File: config.mk
export PLATFORM = sky130hd
export DESIGN_NAME = receptor_mdio
export DESIGN_NICKNAME = d
export VERILOG_FILES = /design/src/rtl/receptor_mdio.sv
export SDC_FILE = /design/constraint.sdc
export NUM_CORES = 1
export LEC_CHECK = 0
export ABC_AREA = 1
export CORE_ASPECT_RATIO = 1.1
export CORE_MARGIN = 1.5
export CORE_UTILIZATION = 40
export CTS_BUF_LIST = sky130_fd_sc_hd__clkbuf_16
export CTS_CLUSTER_SIZE = 25
export DETAILED_ROUTE_END_ITERATION = 10
export PLACE_DENSITY = 0.66
export SYNTH_ARGS = -nofsm -noshare
export SYNTH_HDL_FRONTEND = slang
export SYNTH_SLANG_ARGS = --single-unit
File: constraint.sdc
create_clock -name clk -period 1.8 [get_ports clk]
set_input_delay 0.45 -clock clk [delete_from_list [all_inputs] [get_ports clk]]
set_output_delay 0.45 -clock clk [all_outputs]
set_load 0.05 [all_outputs]
File: src/rtl/receptor_mdio.sv
// rtl/receptor_mdio.sv - MDIO responder: deserialises generator frames into register-file strobes
//
// Purpose: PHY-side end of the MDIO link. Watches MDC/MDIO_OUT/MDIO_OE from the
// generator, decodes 32-bit frames (ST, OP, PHYADDR, REGADDR, TA, DATA), issues a
// one-cycle write strobe for write frames, and for read frames fetches a word
// from the register file and shifts it back on MDIO_IN.
//
// Ports:
//   clk        system clock (also the source of MDC)
//   rst        synchronous active-high reset
//   MDC        management clock, half the clk rate
//   MDIO_OUT   serial data from generator, MSB first
//   MDIO_OE    generator drive enable
//   MDIO_IN    serial read data back to generator
//   MDIO_IN_OE high while this block drives MDIO_IN
//   ADDR       {PHYADDR, REGADDR} of the current frame
//   WR_DATA    write payload
//   WR_STB     one-cycle write strobe
//   RD_STB     one-cycle read request
//   RD_DATA    register-file read data, valid while RD_STB is high
//   FRAME_ERR  one-cycle pulse on a malformed or aborted frame

module receptor_mdio #(
    parameter logic [4:0] PHY_ADDR = 5'd1
) (
    input  logic        clk,
    input  logic        rst,
    input  logic        MDC,
    input  logic        MDIO_OUT,
    input  logic        MDIO_OE,
    output logic        MDIO_IN,
    output logic        MDIO_IN_OE,
    output logic [9:0]  ADDR,
    output logic [15:0] WR_DATA,
    output logic        WR_STB,
    output logic        RD_STB,
    input  logic [15:0] RD_DATA,
    output logic        FRAME_ERR
);

    typedef enum logic [2:0] {
        S_IDLE,
        S_HDR,
        S_WDAT,
        S_RLOAD,
        S_RSEND,
        S_SKIP
    } state_t;

    state_t      state_q, state_d;
    logic        mdc_q;
    logic [5:0]  cnt_q, cnt_d;
    logic [15:0] hdr_q, hdr_d;       // header, then reused for the write payload
    logic [15:0] rsh_q, rsh_d;       // read shift register; bit 15 drives MDIO_IN
    logic        rdoe_q, rdoe_d;
    logic [9:0]  addr_q, addr_d;
    logic [15:0] wr_data_q, wr_data_d;
    logic        wr_stb_q, wr_stb_d;
    logic        err_q, err_d;

    logic        rise;
    logic [15:0] hdr_next;
    logic [5:0]  cnt_inc;
    logic        hdr_bad;

    assign rise     = MDC & ~mdc_q;
    assign hdr_next = {hdr_q[14:0], MDIO_OUT};
    assign cnt_inc  = cnt_q + 6'd1;
    // After four bits hdr_next[3:0] holds {ST, OP}.
    assign hdr_bad  = (hdr_next[3:2] != 2'b01) ||
                      !((hdr_next[1:0] == 2'b01) || (hdr_next[1:0] == 2'b10));

    always_ff @(posedge clk) begin
        if (rst) begin
            state_q   <= S_IDLE;
            mdc_q     <= 1'b0;
            cnt_q     <= 6'd0;
            hdr_q     <= 16'd0;
            rsh_q     <= 16'd0;
            rdoe_q    <= 1'b0;
            addr_q    <= 10'd0;
            wr_data_q <= 16'd0;
            wr_stb_q  <= 1'b0;
            err_q     <= 1'b0;
        end else begin
            state_q   <= state_d;
            mdc_q     <= MDC;
            cnt_q     <= cnt_d;
            hdr_q     <= hdr_d;
            rsh_q     <= rsh_d;
            rdoe_q    <= rdoe_d;
            addr_q    <= addr_d;
            wr_data_q <= wr_data_d;
            wr_stb_q  <= wr_stb_d;
            err_q     <= err_d;
        end
    end

    always_comb begin
        state_d   = state_q;
        cnt_d     = cnt_q;
        hdr_d     = hdr_q;
        rsh_d     = rsh_q;
        rdoe_d    = rdoe_q;
        addr_d    = addr_q;
        wr_data_d = wr_data_q;
        wr_stb_d  = 1'b0;
        err_d     = 1'b0;
        RD_STB    = 1'b0;

        case (state_q)
            S_IDLE: begin
                if (rise && MDIO_OE) begin
                    hdr_d   = {15'd0, MDIO_OUT};
                    cnt_d   = 6'd1;
                    state_d = S_HDR;
                end
            end

            S_HDR: begin
                if (rise) begin
                    if (!MDIO_OE) begin
                        err_d   = 1'b1;
                        state_d = S_IDLE;
                    end else begin
                        hdr_d = hdr_next;
                        cnt_d = cnt_inc;
                        if ((cnt_inc == 6'd4) && hdr_bad) begin
                            // Bad ST/OP: report now, but stay in step with the
                            // generator until its 32 bits are over.
                            err_d   = 1'b1;
                            state_d = S_SKIP;
                        end else if (cnt_inc == 6'd16) begin
                            addr_d = hdr_next[11:2];
                            if (hdr_next[11:7] != PHY_ADDR) begin
                                state_d = S_SKIP;
                            end else if (hdr_next[13:12] == 2'b01) begin
                                state_d = S_WDAT;
                            end else begin
                                state_d = S_RLOAD;
                            end
                        end
                    end
                end
            end

            S_WDAT: begin
                if (rise) begin
                    if (!MDIO_OE) begin
                        err_d   = 1'b1;
                        state_d = S_IDLE;
                    end else begin
                        hdr_d = hdr_next;
                        cnt_d = cnt_inc;
                        if (cnt_inc == 6'd32) begin
                            wr_data_d = hdr_next;
                            wr_stb_d  = 1'b1;
                            state_d   = S_IDLE;
                        end
                    end
                end
            end

            S_RLOAD: begin
                // Falls in the MDC-low half after the last header bit, so the
                // first data bit is on MDIO_IN before the next rise.
                RD_STB  = 1'b1;
                rsh_d   = RD_DATA;
                rdoe_d  = 1'b1;
                state_d = S_RSEND;
            end

            S_RSEND: begin
                if (rise) begin
                    if (MDIO_OE) begin
                        err_d   = 1'b1;
                        rsh_d   = 16'd0;
                        rdoe_d  = 1'b0;
                        state_d = S_IDLE;
                    end else begin
                        cnt_d = cnt_inc;
                        if (cnt_inc == 6'd32) begin
                            rsh_d   = 16'd0;
                            rdoe_d  = 1'b0;
                            state_d = S_IDLE;
                        end else begin
                            rsh_d = {rsh_q[14:0], 1'b0};
                        end
                    end
                end
            end

            S_SKIP: begin
                if (rise) begin
                    cnt_d = cnt_inc;
                    if (cnt_inc == 6'd32) begin
                        state_d = S_IDLE;
                    end
                end
            end

            default: state_d = S_IDLE;
        endcase
    end

    assign MDIO_IN    = rsh_q[15];
    assign MDIO_IN_OE = rdoe_q;
    assign ADDR       = addr_q;
    assign WR_DATA    = wr_data_q;
    assign WR_STB     = wr_stb_q;
    assign FRAME_ERR  = err_q;

endmodule

==> results.txt, run 1 <==
- After clock tree synthesis, the flow added hold-fix buffers numbering 0.
* Post-synthesis cell area: around 3000 sq um
- Routed via count divided by cell count: roughly 5.0
- YS warnings: 0
- TritonCTS built the clock tree.
* Post-route clock period utilization: 0.953
- Leak: 1.74 nW
* Sequential element share of the synthesized area: 0.463
- Gr usage total: 0.173
* Worst-path fanout max: 6
- Power spread over the standard cell area amounts to approximately 930 nW/um^2.
- Once detailed placement completed, the half-perimeter wirelength came to 4730 microns.
* Layout fillers: just under 700
- Non-filler instance count after layout: 563
* Worst-path clk slew: around 0.060 ns
- The number of global-route vias before repair is 2,496.
- Final Max Tran Viols: 0
- Max-capacitance violation count: 0
* Skew-Pair Late Insertion Delay: ~0.33 ns
* Post-DRT Antenna Nets: 0
- Antenna diode count: 0
- Number of flops mapped to enable cells by yosys: 0
* Cells along the critical path: nand2_1 > nor2_4 > buf_12
* Wirelength, routed: between 7000 and 8000 microns
* Post-synthesis sequential element count: 70
- Pin count of the biggest net entering global routing: 43
- Setup total negative slack on the finished layout was measured at 0 ns.
* Prevailing post-synth register cell: sky130_fd_sc_hd__dfxtp_1
* Growth of design area from synthesis to finish: 38.8%
* Crit path DAT: 1.27 ns
* Core Region: 7390 sq um
- Antenna violations before repair: 0
* TritonRoute pass-1 iters: 4
- Worst Tran Pin Value: roughly 0.45 ns
- The finished cells cover 4200 sq um.
* Post-Synthesis Net Count: 420
* Crit path max-delay cell type: sky130_fd_sc_hd__dfxtp_1
- For the final database, setup skew stands at ~0.0055 ns.
- Maximum buffer depth of the clock tree: 2
* Ratio of cells with drive above 1 in the final layout: 0.275
- The tightest min-delay check is of the in2reg type.
- Post-synth cell types: 32
- Routability-driven placement finished with a final weighted congestion of approximately 0.85.
- Hold violation count in the final report: 0
- The detailed router finished its first iteration with between 80 and 90 violations.
- The die covers ~8100 sq um.
- IO Count: 52
- Count of standard-cell rows: 33
* Initial standard-cell utilization of the core: 0.410
- Setup violations remaining at the end of the flow were counted as 0.
- Wire length of the first global-routing pass: roughly 11,000 microns
- For this run, design rule violations remaining after detail routing come to 0.
* Port-buffer cells: 51
- Measured along the y axis, the die boundary spans approximately 94 microns.
- Detail-routed net length per standard cell: 12.5 microns
- Data on the critical path is required at its endpoint by between 1 and 1.5 ns.
- For this run, the post-layout net count is 493.
- A synthesized cell averages between 7 and 8 sq um.
- The critical path is of the reg2out type.
- Clock Tree Root: sky130_fd_sc_hd__clkbuf_16
- Dominant delay contributor by cell family on the critical path: flip-flops
- Residual overflow from global routing: 0
* Slowest cell delay on critical path: ~0.42 ns
- Sink Count: 70
- Crit path buf inv count: 1
* Run status: completed
* Crit. End Element: output pin
* Number of buffers created by CTS: 9
- Cell Area, Placed: 3680 sq um
* H-tree depth: 3
- The cell count after synthesis came out at approximately 400.
- Die width: 86.0 microns
- Hold is met by 0.415 ns.
- Highest achievable clock rate: 583 MHz
* Worst-case setup margin in the final layout: roughly 0.084 ns
* Worst IR Drop VDD: around 0.00055 V
* Relative max-transition margin: 0.695
- For this run, asynchronously set or reset flops after synthesis account for 0.
- Total number of vias: between 2,000 and 3,000
- Placed cell count: approximately 540
* Clock period minus worst slack: 1.72 ns
- Placement-stage worst setup slack: -0.433 ns
* Critical path startpoint category: flip-flop
==> cells in the mapped netlist (3+ instances only) <==
| library cell | instances | area, sq um |
|---|---|---|
| sky130_fd_sc_hd__dfxtp_1 | 70 | 1400 |
| sky130_fd_sc_hd__nand2_1 | 63 | 236 |
| sky130_fd_sc_hd__nor2_1 | 52 | 195 |
| sky130_fd_sc_hd__inv_1 | 39 | 146 |
| sky130_fd_sc_hd__o21ai_0 | 27 | 135 |
| sky130_fd_sc_hd__a21oi_1 | 26 | 130 |
| sky130_fd_sc_hd__o21ai_1 | 22 | 110 |
| sky130_fd_sc_hd__a22oi_1 | 18 | 135 |
| sky130_fd_sc_hd__a31oi_1 | 15 | 93.8 |
| sky130_fd_sc_hd__clkbuf_1 | 11 | 41.3 |
| sky130_fd_sc_hd__nand3_1 | 11 | 55.1 |
| sky130_fd_sc_hd__nand2_2 | 7 | 43.8 |
| sky130_fd_sc_hd__nor2_2 | 7 | 43.8 |
| sky130_fd_sc_hd__buf_6 | 4 | 45.0 |
| sky130_fd_sc_hd__inv_2 | 3 | 11.3 |
| sky130_fd_sc_hd__nand3_2 | 3 | 30.0 |
==> layer usage <==
metal  share of wire  routed length, microns  vias to the layer above  GRT usage
met3           0.035                     249                       10     0.0360
met5               0                       0                        -          0
met4           0.013                      93                        0     0.0753
li1                -                       -                     1480          -
met2            0.47                    3340                       57      0.286
met1            0.48                    3380                     1295      0.218
==> final timing paths <==
| check | from | to | slack [ns] | depth (start not counted) |
|---|---|---|---|---|
| min | MDC | mdc_q$_SDFF_PP0_ | 0.42 | 3 |
| min reg2reg | WR_DATA[0]$_SDFFE_PP0P_ | WR_DATA[0]$_SDFFE_PP0P_ | 0.44 | 2 |
| max reg2reg | cnt_q[1]$_SDFFE_PP0P_ | FRAME_ERR$_SDFF_PP0_ | 0.09 | 10 |
| max | state_q[1]$_SDFFE_PP0P_ | RD_STB | 0.08 | 3 |
==> area by class of cell <==
type                    instances  area [sq um]  share of cell area
multi-input cells             267          1480               0.353
flip-flops and latches         70          1410               0.335
repair buffers                 78           703               0.167
clock buffers                   9           225              0.0536
inverters                      44           173              0.0411
well taps                      87           109              0.0259
clock inverters                 7          97.6              0.0232
repair inverters                1          5.00             0.00119
==> metrics by stage <==
stage	util	total power, mW
2_1_floorplan	-	1.87
3_3_place_gp	0.498	2.00
3_5_place_dp	0.498	2.00
4_1_cts	0.545	3.91
5_1_grt	0.569	4.08
6_report	0.569	3.92
==> where the power goes <==
group,leakage [nW],switching (mW),internal (mW)
logic,1.02,0.249,0.170
registers,0.567,0.0231,1.58
clock network,0.152,0.688,1.22
total,1.74,0.960,2.96
==> sequential cells by signal, summed over array words and instances, names as in the netlist <==
signal and flops:
state_q 3, MDIO_IN_OE 1, hdr_q 15, mdc_q 1, cnt_q 6, FRAME_ERR 1, rsh_q 16, WR_STB 1
WR_DATA 16, ADDR 10
==> worst reg2reg max path, cell delays in order (launching register included) <==
cell and delay [ns]:
sky130_fd_sc_hd__dfxtp_2 0.33, sky130_fd_sc_hd__ha_2 0.18, sky130_fd_sc_hd__nand2_2 0.09, sky130_fd_sc_hd__o21ai_2 0.19, sky130_fd_sc_hd__nand2_4 0.10, sky130_fd_sc_hd__inv_1 0.10
sky130_fd_sc_hd__nand3_4 0.10, sky130_fd_sc_hd__buf_4 0.15, sky130_fd_sc_hd__o21ai_0 0.16, sky130_fd_sc_hd__nand2_1 0.10, sky130_fd_sc_hd__a21oi_1 0.14
==> cell usage in the layout (no fill, tap or decap), types with 8 or more instances in the layout <==
master                            instances
sky130_fd_sc_hd__a21oi_1                 25
sky130_fd_sc_hd__a22oi_1                 16
sky130_fd_sc_hd__a31oi_1                 15
sky130_fd_sc_hd__buf_4                   53
sky130_fd_sc_hd__clkbuf_16                9
sky130_fd_sc_hd__clkdlybuf4s50_1         18
sky130_fd_sc_hd__dfxtp_1                 65
sky130_fd_sc_hd__inv_1                   35
sky130_fd_sc_hd__nand2_1                 60
sky130_fd_sc_hd__nand2_2                  8
sky130_fd_sc_hd__nand3_1                 10
sky130_fd_sc_hd__nor2_1                  48
sky130_fd_sc_hd__o21ai_0                 26
sky130_fd_sc_hd__o21ai_1                 19
==> kinds of logic after synthesis <==
family	Yosys count	synth area share
flops	70	0.463
simple gates	152	0.228
compound gates	112	0.211
fa+ha+maj	1	0.00413
buf+inv	63	0.0942
==> repair_timing <==
| action | in CTS | in global routing |
|---|---|---|
| gates resized for setup | 4 | 39 |
| cloned | 0 | 3 |
| buffers inserted | 0 | 5 |
| pin swaps | 1 | 17 |
| endpoints found under the setup margin | 21 | 53 |
Note: power is estimated with default switching activity, not from simulation.
==> run 2: changes to the inputs <==
ABC_CLOCK_PERIOD_IN_PS = 1800   (was default)
CTS_BUF_LIST = sky130_fd_sc_hd__clkbuf_8   (was sky130_fd_sc_hd__clkbuf_16)
==> run 2 against run 1 <==
- cell area shrank 3.2%
- critical endpoint is now cnt_q[3]$_SDFFE_PP0P_
- sequential share of layout area is 1.1 points higher
- utilization is 1.8 points lower
- first-iteration DRC count is 21% higher
==> results.txt, run 2 (same netlist as run 1, synthesis figures left out) <==
- Run status: completed
- Worst IR Drop VDD: about 0.00060 V
- Critical path startpoint category: input port
- Routability-driven placement congestion ratio: 0.845
* Worst-path clk slew: approximately 0.08 ns
- The startpoint identified for the worst register-to-register timing path is cnt_q[0]$_SDFFE_PP0P_.
- Detailed placement finished with a half-perimeter wire length of around 4700 microns.
- The floorplan step defined a die boundary enclosing between 8000 and 9000 sq um.
* TritonCTS clock tree: built
- The worst register-to-register path has a depth of 12.
- Detailed routing inserted a total of ~2,800 vias.
* Number of DRC violations after detailed routing: 0
- Net count of the finished layout: 492
- Die extent in y: roughly 94 microns
- The tree is rooted in a sky130_fd_sc_hd__clkbuf_8.
- Grouping stages by cell kind, the critical path spends the most delay in simple AND/OR/NAND/NOR gates.
- Placed cell count: between 500 and 600
* Crit path kind: in2reg
- Along the worst hold path, the cell count comes to 2.
* Detail-routed net length per standard cell: 12.7 microns
* Clock period minus worst slack: 1.71 ns
- Counting the fill cells in the layout gives about 700.
- Number of buffers created by CTS: 9
- Terminus of the critical flop-to-flop path: rsh_q[8]$_SDFFE_PP0P_
- Entering global routing, the biggest net connects 43 pins.
* Crit. End Element: flip-flop
- Across the routed clock network, the largest skew measured is slightly below 0.01 ns.
* Gr usage total: 0.176
- Initial standard-cell utilization of the core: 0.410
- Max-capacitance violation count: 0
* H-tree depth: 3
- Summed over all cells, the static leakage comes to about 1.7 nW.
- Final Max Tran Viols: 0
* Post-route clock period utilization: 0.951
* Drt initial violations: between 100 and 150
- Measured against its own limit, the worst slew margin works out to 0.697.
- The worst hold path begins at WR_DATA[4]$_SDFFE_PP0P_.
- IO Count: 52
- The number of global-route vias before repair was about 2,500.
* Slowest cell delay on critical path: about 0.47 ns
- Count of standard-cell rows: 33
* Cells along the critical path: clkdlybuf4s50_1 > inv_2 > nor2_4 > inv_2 > nand2_2 > nand2_2 > o21ai_2 > nand2_4 > nor2_4 > a22oi_1 > nor2_1
* Die width: roughly 86 microns
- Worst Tran Pin Value: ~0.45 ns
- Most frequent cells in the layout: sky130_fd_sc_hd__dfxtp_1, sky130_fd_sc_hd__nand2_1, sky130_fd_sc_hd__buf_4, sky130_fd_sc_hd__nor2_1, sky130_fd_sc_hd__inv_1
- The slowest stage of the critical path belongs to the cell sky130_fd_sc_hd__clkdlybuf4s50_1.
- In the final layout, the share of cells above drive strength 1 is 0.259.
- The setup check on the worst reg-to-reg path leaves a slack of about 0.10 ns.
- Final number of setup-violating endpoints: 0
- Skew-Pair Late Insertion Delay: about 0.35 ns
- After detailed routing, the number of vias per cell comes to roughly 5.0.
* Class of the tightest hold or removal check: reg2reg
- The initial antenna violation count is 0.
- For this run, the number of standard cells in the final layout without fillers is between 500 and 600.
- Post-DRT Antenna Nets: 0
* Residual overflow from global routing: 0
- During placement, the flow inserted port buffers numbering 51.
- Crit path buf inv count: 3
- Worst-path fanout max: 7
- Hold repair after CTS inserted 0 buffers.
- Unrepaired setup endpoints after global routing: true
- The area growth from synthesis to layout is 34.3%.
* Highest achievable clock rate: 584 MHz
- Wirelength, routed: 7120 microns
- Crit path DAT: 2.00 ns
* Required time at the endpoint of the critical path: approximately 2.1 ns
- Leaving out fill and tap cells, the most frequent cell in the layout is sky130_fd_sc_hd__dfxtp_1.
- In this run the power density over the cells is about 850 nW/um^2.
- TritonRoute pass-1 iters: 4
- The worst hold path terminates at WR_DATA[4]$_SDFFE_PP0P_.
- The repair_antennas step left the layout with diodes totalling 0.
* Hold violation count in the final report: 0
- Final hold slack: between 0.4 and 0.5 ns
- Core Region: approximately 7400 sq um
- Setup total negative slack on the finished layout was measured at 0 ns.
* Sink Count: 70
- The first global-routing pass estimated about 11,000 microns of wire.
* Maximum buffer depth of the clock tree: 2
-- run 2: worst max-delay path by stage --
stage / to / start / depth (start not counted)
after floorplan: rsh_q[15]$_SDFFE_PP0P_ / state_q[1]$_SDFFE_PP0P_ / 7
after global placement: cnt_q[3]$_SDFFE_PP0P_ / MDC / 11
after detailed placement: cnt_q[1]$_SDFFE_PP0P_ / MDC / 11
after CTS: ADDR[4]$_SDFFE_PP0P_ / cnt_q[1]$_SDFFE_PP0P_ / 11
after global routing: ADDR[0]$_SDFFE_PP0P_ / cnt_q[0]$_SDFFE_PP0P_ / 11
final: cnt_q[3]$_SDFFE_PP0P_ / MDC / 11
-- run 2: timing repair --
item                       CTS  global route
resized for setup            5            27
setup buffers                0             4
pin swaps                    0             9
gates cloned                 1             2
setup endpoints to repair   17            50
-- run 2: final cells by class --
cell class / instances / area [sq um] / share of cell area
Multi-Input combinational cell: 268 / 1470 / 0.360
Sequential cell: 70 / 1410 / 0.346
Timing Repair Buffer: 77 / 693 / 0.170
Inverter: 44 / 173 / 0.0424
Clock buffer: 9 / 124 / 0.0305
Tap cell: 87 / 109 / 0.0268
Clock inverter: 7 / 97.6 / 0.0240
-- run 2: power breakdown --
part	total (mW)	switching, mW	internal, mW
clock	1.42	0.635	0.784
combinational	0.420	0.250	0.170
sequential	1.60	0.0230	1.58
total	3.44	0.908	2.53
-- run 2: through the flow --
| stage | utilization | total power, mW | area, sq um | setup slack [ns] |
|---|---|---|---|---|
| detailed placement | 0.498 | 2.00 | 3680 | -0.433 |
| CTS | 0.533 | 3.42 | 3940 | 0.00350 |
| global placement | 0.498 | 2.00 | 3680 | -0.418 |
| floorplan | - | 1.87 | 3030 | 0.0282 |
| finish | 0.550 | 3.44 | 4070 | 0.0881 |
| global route | 0.550 | 3.59 | 4070 | -0.0353 |
-- run 2: worst register-to-register path: stages (launching register included) --
cell	delay (ns)
sky130_fd_sc_hd__dfxtp_2	0.34
sky130_fd_sc_hd__ha_2	0.18
sky130_fd_sc_hd__nand2_2	0.08
sky130_fd_sc_hd__inv_2	0.08
sky130_fd_sc_hd__nand3_1	0.08
sky130_fd_sc_hd__nand2_2	0.14
sky130_fd_sc_hd__nor2_4	0.06
sky130_fd_sc_hd__nand2_4	0.08
sky130_fd_sc_hd__inv_4	0.07
sky130_fd_sc_hd__buf_12	0.13
sky130_fd_sc_hd__nor2_8	0.17
sky130_fd_sc_hd__nand2_1	0.09
sky130_fd_sc_hd__a31oi_1	0.13
-- run 2: layer usage --
metal,global-route usage,share of wire,up-vias
li1,-,-,1465
met1,0.220,0.48,1295
met4,0.0806,0.020,0
met5,0,0,-
met3,0.0360,0.037,11
met2,0.290,0.47,64
